===== src/rtl/adder_result_accum_if.sv =====
// Handshake bundle between the carry-select adder stage, the frame accumulator
// and the statistics/readback logic.
interface adder_result_accum_if #(
   parameter int WIDTH = 64,
   parameter int OVF_W = 8,
   parameter int CNT_W = 16
);
   logic                     clr;
   logic                     in_valid;
   logic                     in_ready;
   logic [WIDTH-1:0]         in_sum;
   logic                     in_cout;
   logic                     in_last;
   logic                     out_valid;
   logic                     out_ready;
   logic [WIDTH+OVF_W-1:0]   out_sum;
   logic [CNT_W-1:0]         out_count;
   logic                     out_sat;

   modport master (
      output clr, in_valid, in_sum, in_cout, in_last, out_ready,
      input  in_ready, out_valid, out_sum, out_count, out_sat
   );

   modport slave (
      input  clr, in_valid, in_sum, in_cout, in_last, out_ready,
      output in_ready, out_valid, out_sum, out_count, out_sat
   );
endinterface


===== src/rtl/adder_result_accum.sv =====
// Accumulates a frame of {cout, sum} adder results into a saturating total and
// holds the frame total, term count and saturation flag until taken downstream.
//
// state | meaning
// ACC   | accepting terms of the current frame
// HOLD  | frame result presented, waiting for out_ready
module adder_result_accum #(
   parameter int WIDTH = 64,
   parameter int OVF_W = 8,
   parameter int CNT_W = 16
) (
   input  logic                clk,
   input  logic                rst,
   adder_result_accum_if.slave bus
);
   localparam int AW = WIDTH + OVF_W;

   typedef enum logic {ACC = 1'b0, HOLD = 1'b1} state_t;

   state_t           state_q, state_d;
   logic [AW-1:0]    acc_q, acc_d;
   logic [CNT_W-1:0] cnt_q, cnt_d;
   logic             sat_q, sat_d;
   logic             first_q, first_d;
   logic             out_valid_q, out_valid_d;
   logic [AW-1:0]    out_sum_q, out_sum_d;
   logic [CNT_W-1:0] out_count_q, out_count_d;
   logic             out_sat_q, out_sat_d;

   logic             in_ready;
   logic             take;
   logic [AW-1:0]    term;
   logic [AW:0]      sum_ext;
   logic [AW-1:0]    acc_new;
   logic [CNT_W-1:0] cnt_new;
   logic             sat_new;

   assign in_ready = (state_q == ACC) && !bus.clr && !rst;
   assign take     = bus.in_valid && in_ready;
   assign term     = AW'({bus.in_cout, bus.in_sum});
   assign sum_ext  = {1'b0, acc_q} + {1'b0, term};

   always_ff @(posedge clk) begin
      if (rst) begin
         state_q     <= ACC;
         acc_q       <= '0;
         cnt_q       <= '0;
         sat_q       <= 1'b0;
         first_q     <= 1'b1;
         out_valid_q <= 1'b0;
         out_sum_q   <= '0;
         out_count_q <= '0;
         out_sat_q   <= 1'b0;
      end else begin
         state_q     <= state_d;
         acc_q       <= acc_d;
         cnt_q       <= cnt_d;
         sat_q       <= sat_d;
         first_q     <= first_d;
         out_valid_q <= out_valid_d;
         out_sum_q   <= out_sum_d;
         out_count_q <= out_count_d;
         out_sat_q   <= out_sat_d;
      end
   end

   always_comb begin
      state_d = state_q;
      case (state_q)
         ACC:     if (take && bus.in_last) state_d = HOLD;
         HOLD:    if (bus.out_ready) state_d = ACC;
         default: state_d = ACC;
      endcase
   end

   // Updated frame values if the current term is accepted; sat is sticky.
   always_comb begin
      acc_new = acc_q;
      cnt_new = cnt_q;
      sat_new = sat_q;
      if (first_q) begin
         acc_new = term;
         cnt_new = CNT_W'(1);
         sat_new = 1'b0;
      end else begin
         cnt_new = (&cnt_q) ? cnt_q : cnt_q + CNT_W'(1);
         if (sat_q || sum_ext[AW]) begin
            acc_new = '1;
            sat_new = 1'b1;
         end else begin
            acc_new = sum_ext[AW-1:0];
         end
      end
   end

   always_comb begin
      acc_d       = acc_q;
      cnt_d       = cnt_q;
      sat_d       = sat_q;
      first_d     = first_q;
      out_valid_d = out_valid_q;
      out_sum_d   = out_sum_q;
      out_count_d = out_count_q;
      out_sat_d   = out_sat_q;
      case (state_q)
         ACC: begin
            if (bus.clr) begin
               acc_d   = '0;
               cnt_d   = '0;
               sat_d   = 1'b0;
               first_d = 1'b1;
            end else if (take) begin
               acc_d   = acc_new;
               cnt_d   = cnt_new;
               sat_d   = sat_new;
               first_d = 1'b0;
               if (bus.in_last) begin
                  out_valid_d = 1'b1;
                  out_sum_d   = acc_new;
                  out_count_d = cnt_new;
                  out_sat_d   = sat_new;
               end
            end
         end
         HOLD: begin
            if (bus.out_ready) begin
               out_valid_d = 1'b0;
               acc_d       = '0;
               cnt_d       = '0;
               sat_d       = 1'b0;
               first_d     = 1'b1;
            end
         end
         default: ;
      endcase
   end

   assign bus.in_ready  = in_ready;
   assign bus.out_valid = out_valid_q;
   assign bus.out_sum   = out_sum_q;
   assign bus.out_count = out_count_q;
   assign bus.out_sat   = out_sat_q;
endmodule

===== src/flat_wrapper.sv =====
// flat-port wrapper written by rule: the top's interface ports become plain ports
module adder_result_accum_flat 
#(
   parameter int WIDTH = 64,
   parameter int OVF_W = 8,
   parameter int CNT_W = 16
)
  (clk, rst, bus_clr, bus_in_valid, bus_in_sum, bus_in_cout, bus_in_last, bus_out_ready, bus_in_ready, bus_out_valid, bus_out_sum, bus_out_count, bus_out_sat);
  adder_result_accum_if #(.WIDTH(WIDTH), .OVF_W(OVF_W), .CNT_W(CNT_W)) bus_i ();
  input  logic clk;
  input  logic rst;
  input wire logic [$bits(bus_i.clr)-1:0] bus_clr;
  input wire logic [$bits(bus_i.in_valid)-1:0] bus_in_valid;
  input wire logic [$bits(bus_i.in_sum)-1:0] bus_in_sum;
  input wire logic [$bits(bus_i.in_cout)-1:0] bus_in_cout;
  input wire logic [$bits(bus_i.in_last)-1:0] bus_in_last;
  input wire logic [$bits(bus_i.out_ready)-1:0] bus_out_ready;
  output wire logic [$bits(bus_i.in_ready)-1:0] bus_in_ready;
  output wire logic [$bits(bus_i.out_valid)-1:0] bus_out_valid;
  output wire logic [$bits(bus_i.out_sum)-1:0] bus_out_sum;
  output wire logic [$bits(bus_i.out_count)-1:0] bus_out_count;
  output wire logic [$bits(bus_i.out_sat)-1:0] bus_out_sat;
  assign bus_i.clr = bus_clr;
  assign bus_i.in_valid = bus_in_valid;
  assign bus_i.in_sum = bus_in_sum;
  assign bus_i.in_cout = bus_in_cout;
  assign bus_i.in_last = bus_in_last;
  assign bus_i.out_ready = bus_out_ready;
  assign bus_in_ready = bus_i.in_ready;
  assign bus_out_valid = bus_i.out_valid;
  assign bus_out_sum = bus_i.out_sum;
  assign bus_out_count = bus_i.out_count;
  assign bus_out_sat = bus_i.out_sat;
  adder_result_accum #(.WIDTH(WIDTH), .OVF_W(OVF_W), .CNT_W(CNT_W)) u_core (.clk(clk), .rst(rst), .bus(bus_i));
endmodule

===== config.mk =====
export PLATFORM = sky130hd
export DESIGN_NAME = adder_result_accum_flat
export DESIGN_NICKNAME = d
export VERILOG_FILES = /design/src/rtl/adder_result_accum_if.sv /design/src/rtl/adder_result_accum.sv /design/src/flat_wrapper.sv
export SDC_FILE = /design/constraint.sdc
export NUM_CORES = 1
export LEC_CHECK = 0
export ABC_AREA = 1
export CAP_MARGIN = 20
export CORE_MARGIN = 2
export CORE_UTILIZATION = 35
export DETAILED_ROUTE_END_ITERATION = 12
export HOLD_SLACK_MARGIN = 0.1
export PLACE_DENSITY = 0.58
export SYNTH_ARGS = -nofsm -noshare
export SYNTH_HDL_FRONTEND = slang
export SYNTH_SLANG_ARGS = --single-unit

===== constraint.sdc =====
create_clock -name clk -period 4.7 [get_ports clk]
set_clock_uncertainty 0.05 [all_clocks]
set_input_delay 1.175 -clock clk [delete_from_list [all_inputs] [get_ports clk]]
set_output_delay 1.175 -clock clk [all_outputs]
set_load 0.02 [all_outputs]

==> flow_metrics.env <==
export IMPL_critPathKind="in2reg"
export IMPL_route_detailed_drc=0
export IMPL_first_pass_iters=5
export IMPL_tritoncts="yes"
export IMPL_path_cells="clkdlybuf4s50_1 -> ha_1 -> fa_1 -> nand2_1 -> nand2_1 -> nand3_1 -> nand2_2 -> nand2_1 -> nand3_2 -> nand2_2 -> nand2_2 -> nand2_2 -> nand2_4 -> inv_2 -> nand3_1 -> nand3_1 -> a21oi_1"
export IMPL_port_buffers=161
export IMPL_yosys_warnings=0
export IMPL_fin_setup_tns_ps=0
export IMPL_rrSetupSlack_ps=1680
export IMPL_setup_viol_count_final=0
export IMPL_cts_made_buffers=17
export IMPL_timing_final_crit_share_pct=81.8
export IMPL_synth_enable_flop_cells=0
export IMPL_synth_cell_types=38
export IMPL_cts_repair_resized=0
export IMPL_crit_arrival_ps=4150
export IMPL_vias_per_cell=4.85
export IMPL_ctsHtreeMaxLevel=4
export IMPL_clkSlewWorstSetupHoldPaths_ps=80
export IMPL_die_area_mm2=0.0437
export IMPL_cts_sinks=181
export IMPL_synth_seq_area_share_pct=24.6
export IMPL_slowest_delay_ps=470
export IMPL_row_count=75
export IMPL_worstSetupEndpointType="register"
export IMPL_ctsHoldBuffers=0
export IMPL_die_y_um=209
export IMPL_hold_class="reg2reg"
export IMPL_clock_latency_ps=510
export IMPL_period_minus_slack_ps=3840
export IMPL_drv_cap=0
export IMPL_ys_seq_elements=181
export IMPL_grt_overflow_total=0
export IMPL_num_vias=15500
export IMPL_diodes=0
export IMPL_rsz0062_at_grt="false"
export IMPL_area_growth_pct=18.8
export IMPL_grt_pass1_wl_um=85800
export IMPL_power_density_mw_per_mm2=227
export IMPL_grt_max_degree=100
export IMPL_ios=162
export IMPL_syn_area_mm2=0.0147
export IMPL_postSynthCellCount=2524
export IMPL_outcome="complete, no violations"
export IMPL_ir_drop_v=0.000245
export IMPL_postCtsSetupRepairBufs=0
export IMPL_dpl_hpwl_um=43400
export IMPL_clk_path_buf_depth=2
export IMPL_antenna_found_initial=0
export IMPL_max_slew_margin_pct=31.5
export IMPL_ys_flop_type="dfxtp_1"
export IMPL_critical_path_top_delay_family="simple AND/OR/NAND/NOR gates"
export IMPL_wire_per_inst_um=17.0
export IMPL_power_leakage_nw=8.73
export IMPL_nets=2786
export IMPL_report_final_slew_viol_count=0
export IMPL_synth_fp_nets=2662
export IMPL_cp_common_cell="nand2_2"
export IMPL_initial_core_util_pct=35.3
export IMPL_routed_wl_um=54600
export IMPL_dr_first_iter_drc_count=906
export IMPL_startpoint_type="input port"
export IMPL_fin_total_pwr_w=0.00397
export IMPL_grt_usage_pct=25.6
export IMPL_fmax_ghz=0.260
export IMPL_critPathBufInv=2
export IMPL_cp_max_fo=23
export IMPL_root_buffer="clkbuf_16"
export IMPL_cp_slowest_cell="fa_1"
export IMPL_syn_area_per_cell_um2=5.83
export IMPL_gp_congestion=0.966
export IMPL_core_mm2=0.0417
export IMPL_detail_route_antenna_nets=0
export IMPL_required_ps=5010
export IMPL_die_w_um=209
export IMPL_grt_pass1_vias=15200
export IMPL_hold_violations=0
export IMPL_tightest_slew_ps=1030
export IMPL_drive_gt1_share_pct=8.87
export IMPL_synthArstFlopShare_pct=0
final timing paths:
kind / startpoint / depth (start not counted) / end
worst max-delay path: bus_in_sum[0] / 17 / u_core.acc_q[65]
worst min-delay path: u_core.acc_q[15] / 2 / u_core.acc_q[15]
worst max register to register: u_core.acc_q[0] / 16 / u_core.acc_q[65]
worst min register to register: u_core.acc_q[15] / 2 / u_core.acc_q[15]
per-layer routing:
| metal | share of wire [%] | GRT usage [%] |
|---|---|---|
| met1 | 44 | 31.2 |
| met2 | 49 | 46.0 |
| met3 | 3.7 | 3.65 |
| met4 | 2.5 | 8.37 |
| met5 | 0 | 0 |
stage by stage:
step | area (um2) | std cells | hold slack (ps) | setup slack, ps | utilization [%]
finish | 17500 | 3200 | 420 | 857 | 41.9
floorplan | 14700 | 2524 | 395 | 1390 | -
CTS | 17500 | 3200 | 422 | 908 | 41.9
global route | 17500 | 3200 | 435 | 676 | 41.9
global placement | 16800 | 3168 | 404 | 438 | 40.4
detailed placement | 16800 | 3168 | 410 | 359 | 40.4
logic make-up (layout without fill, tap and decap cells):
group,count (synthesis),count (layout),synth area share [%]
adder cells (fa/ha/maj),67,67,5.75
AND/OR/NAND/NOR,1393,1393,41.1
buffers and inverters,491,628,12.9
flip-flops,181,181,24.6
XOR/XNOR,38,38,2.26
AO/OA/AOI/OAI,354,354,13.4
cell usage after synthesis (all sizes together) (2+ instances only):
cell      n  share of area, %
a21oi   229               8.8
a31oi     3              0.13
and2      2             0.085
buf      21              0.93
clkbuf   54               1.4
clkinv    3             0.077
dfxtp   181                25
ha       66               5.6
inv     413                11
nand2   945                25
nand3   151               5.9
nand3b    5              0.26
nand4    13              0.55
nor2    175               4.8
nor3     25              0.88
nor4      7              0.30
o21a      2              0.10
o21ai   107               3.6
o21bai   11              0.56
or2      68               2.9
xnor2    12              0.71
xor2     26               1.5
power by group:
part | switching [W] | leakage [nW] | internal, W
combinational | 0.000497 | 6.96 | 0.000286
sequential | 0.0000227 | 1.47 | 0.00157
clock | 0.000764 | 0.308 | 0.000823
total | 0.00128 | 8.73 | 0.00268
flip-flops by register name, summed over array words and instances (netlist names):
register,flops
u_core.bus.out_sat,1
u_core.bus.out_count,16
u_core.first_q,1
u_core.cnt_q,16
u_core.bus.out_sum,72
u_core.state_q,1
u_core.bus.out_valid,1
u_core.acc_q,72
u_core.sat_q,1
final cells by class:
cell class	count	area, um2
flip-flops and latches	181	3620
fillers	4567	24200
multi-input cells	1852	9190
clock inverters	14	186
repair buffers	180	1790
clock buffers	18	439
inverters	416	1570
well taps	539	674
layout by cell type (no fill, tap or decap), types with 40 or more instances in the layout:
| cell type | n |
|---|---|
| nor2_1 | 161 |
| a21oi_1 | 189 |
| dfxtp_1 | 181 |
| clkdlybuf4s50_1 | 160 |
| inv_1 | 404 |
| or2_2 | 68 |
| o21ai_0 | 107 |
| nand3_1 | 130 |
| nand2_1 | 916 |
| ha_1 | 66 |
| a21oi_2 | 40 |
worst min-delay path: cells and delay by family, from the launching register on:
| kind | cells | cell delay, ps |
|---|---|---|
| AO/OA/AOI/OAI | 1 | 50 |
| flip-flops | 1 | 310 |
| AND/OR/NAND/NOR | 1 | 60 |
No activity file was read; power rests on OpenSTA's default activity.
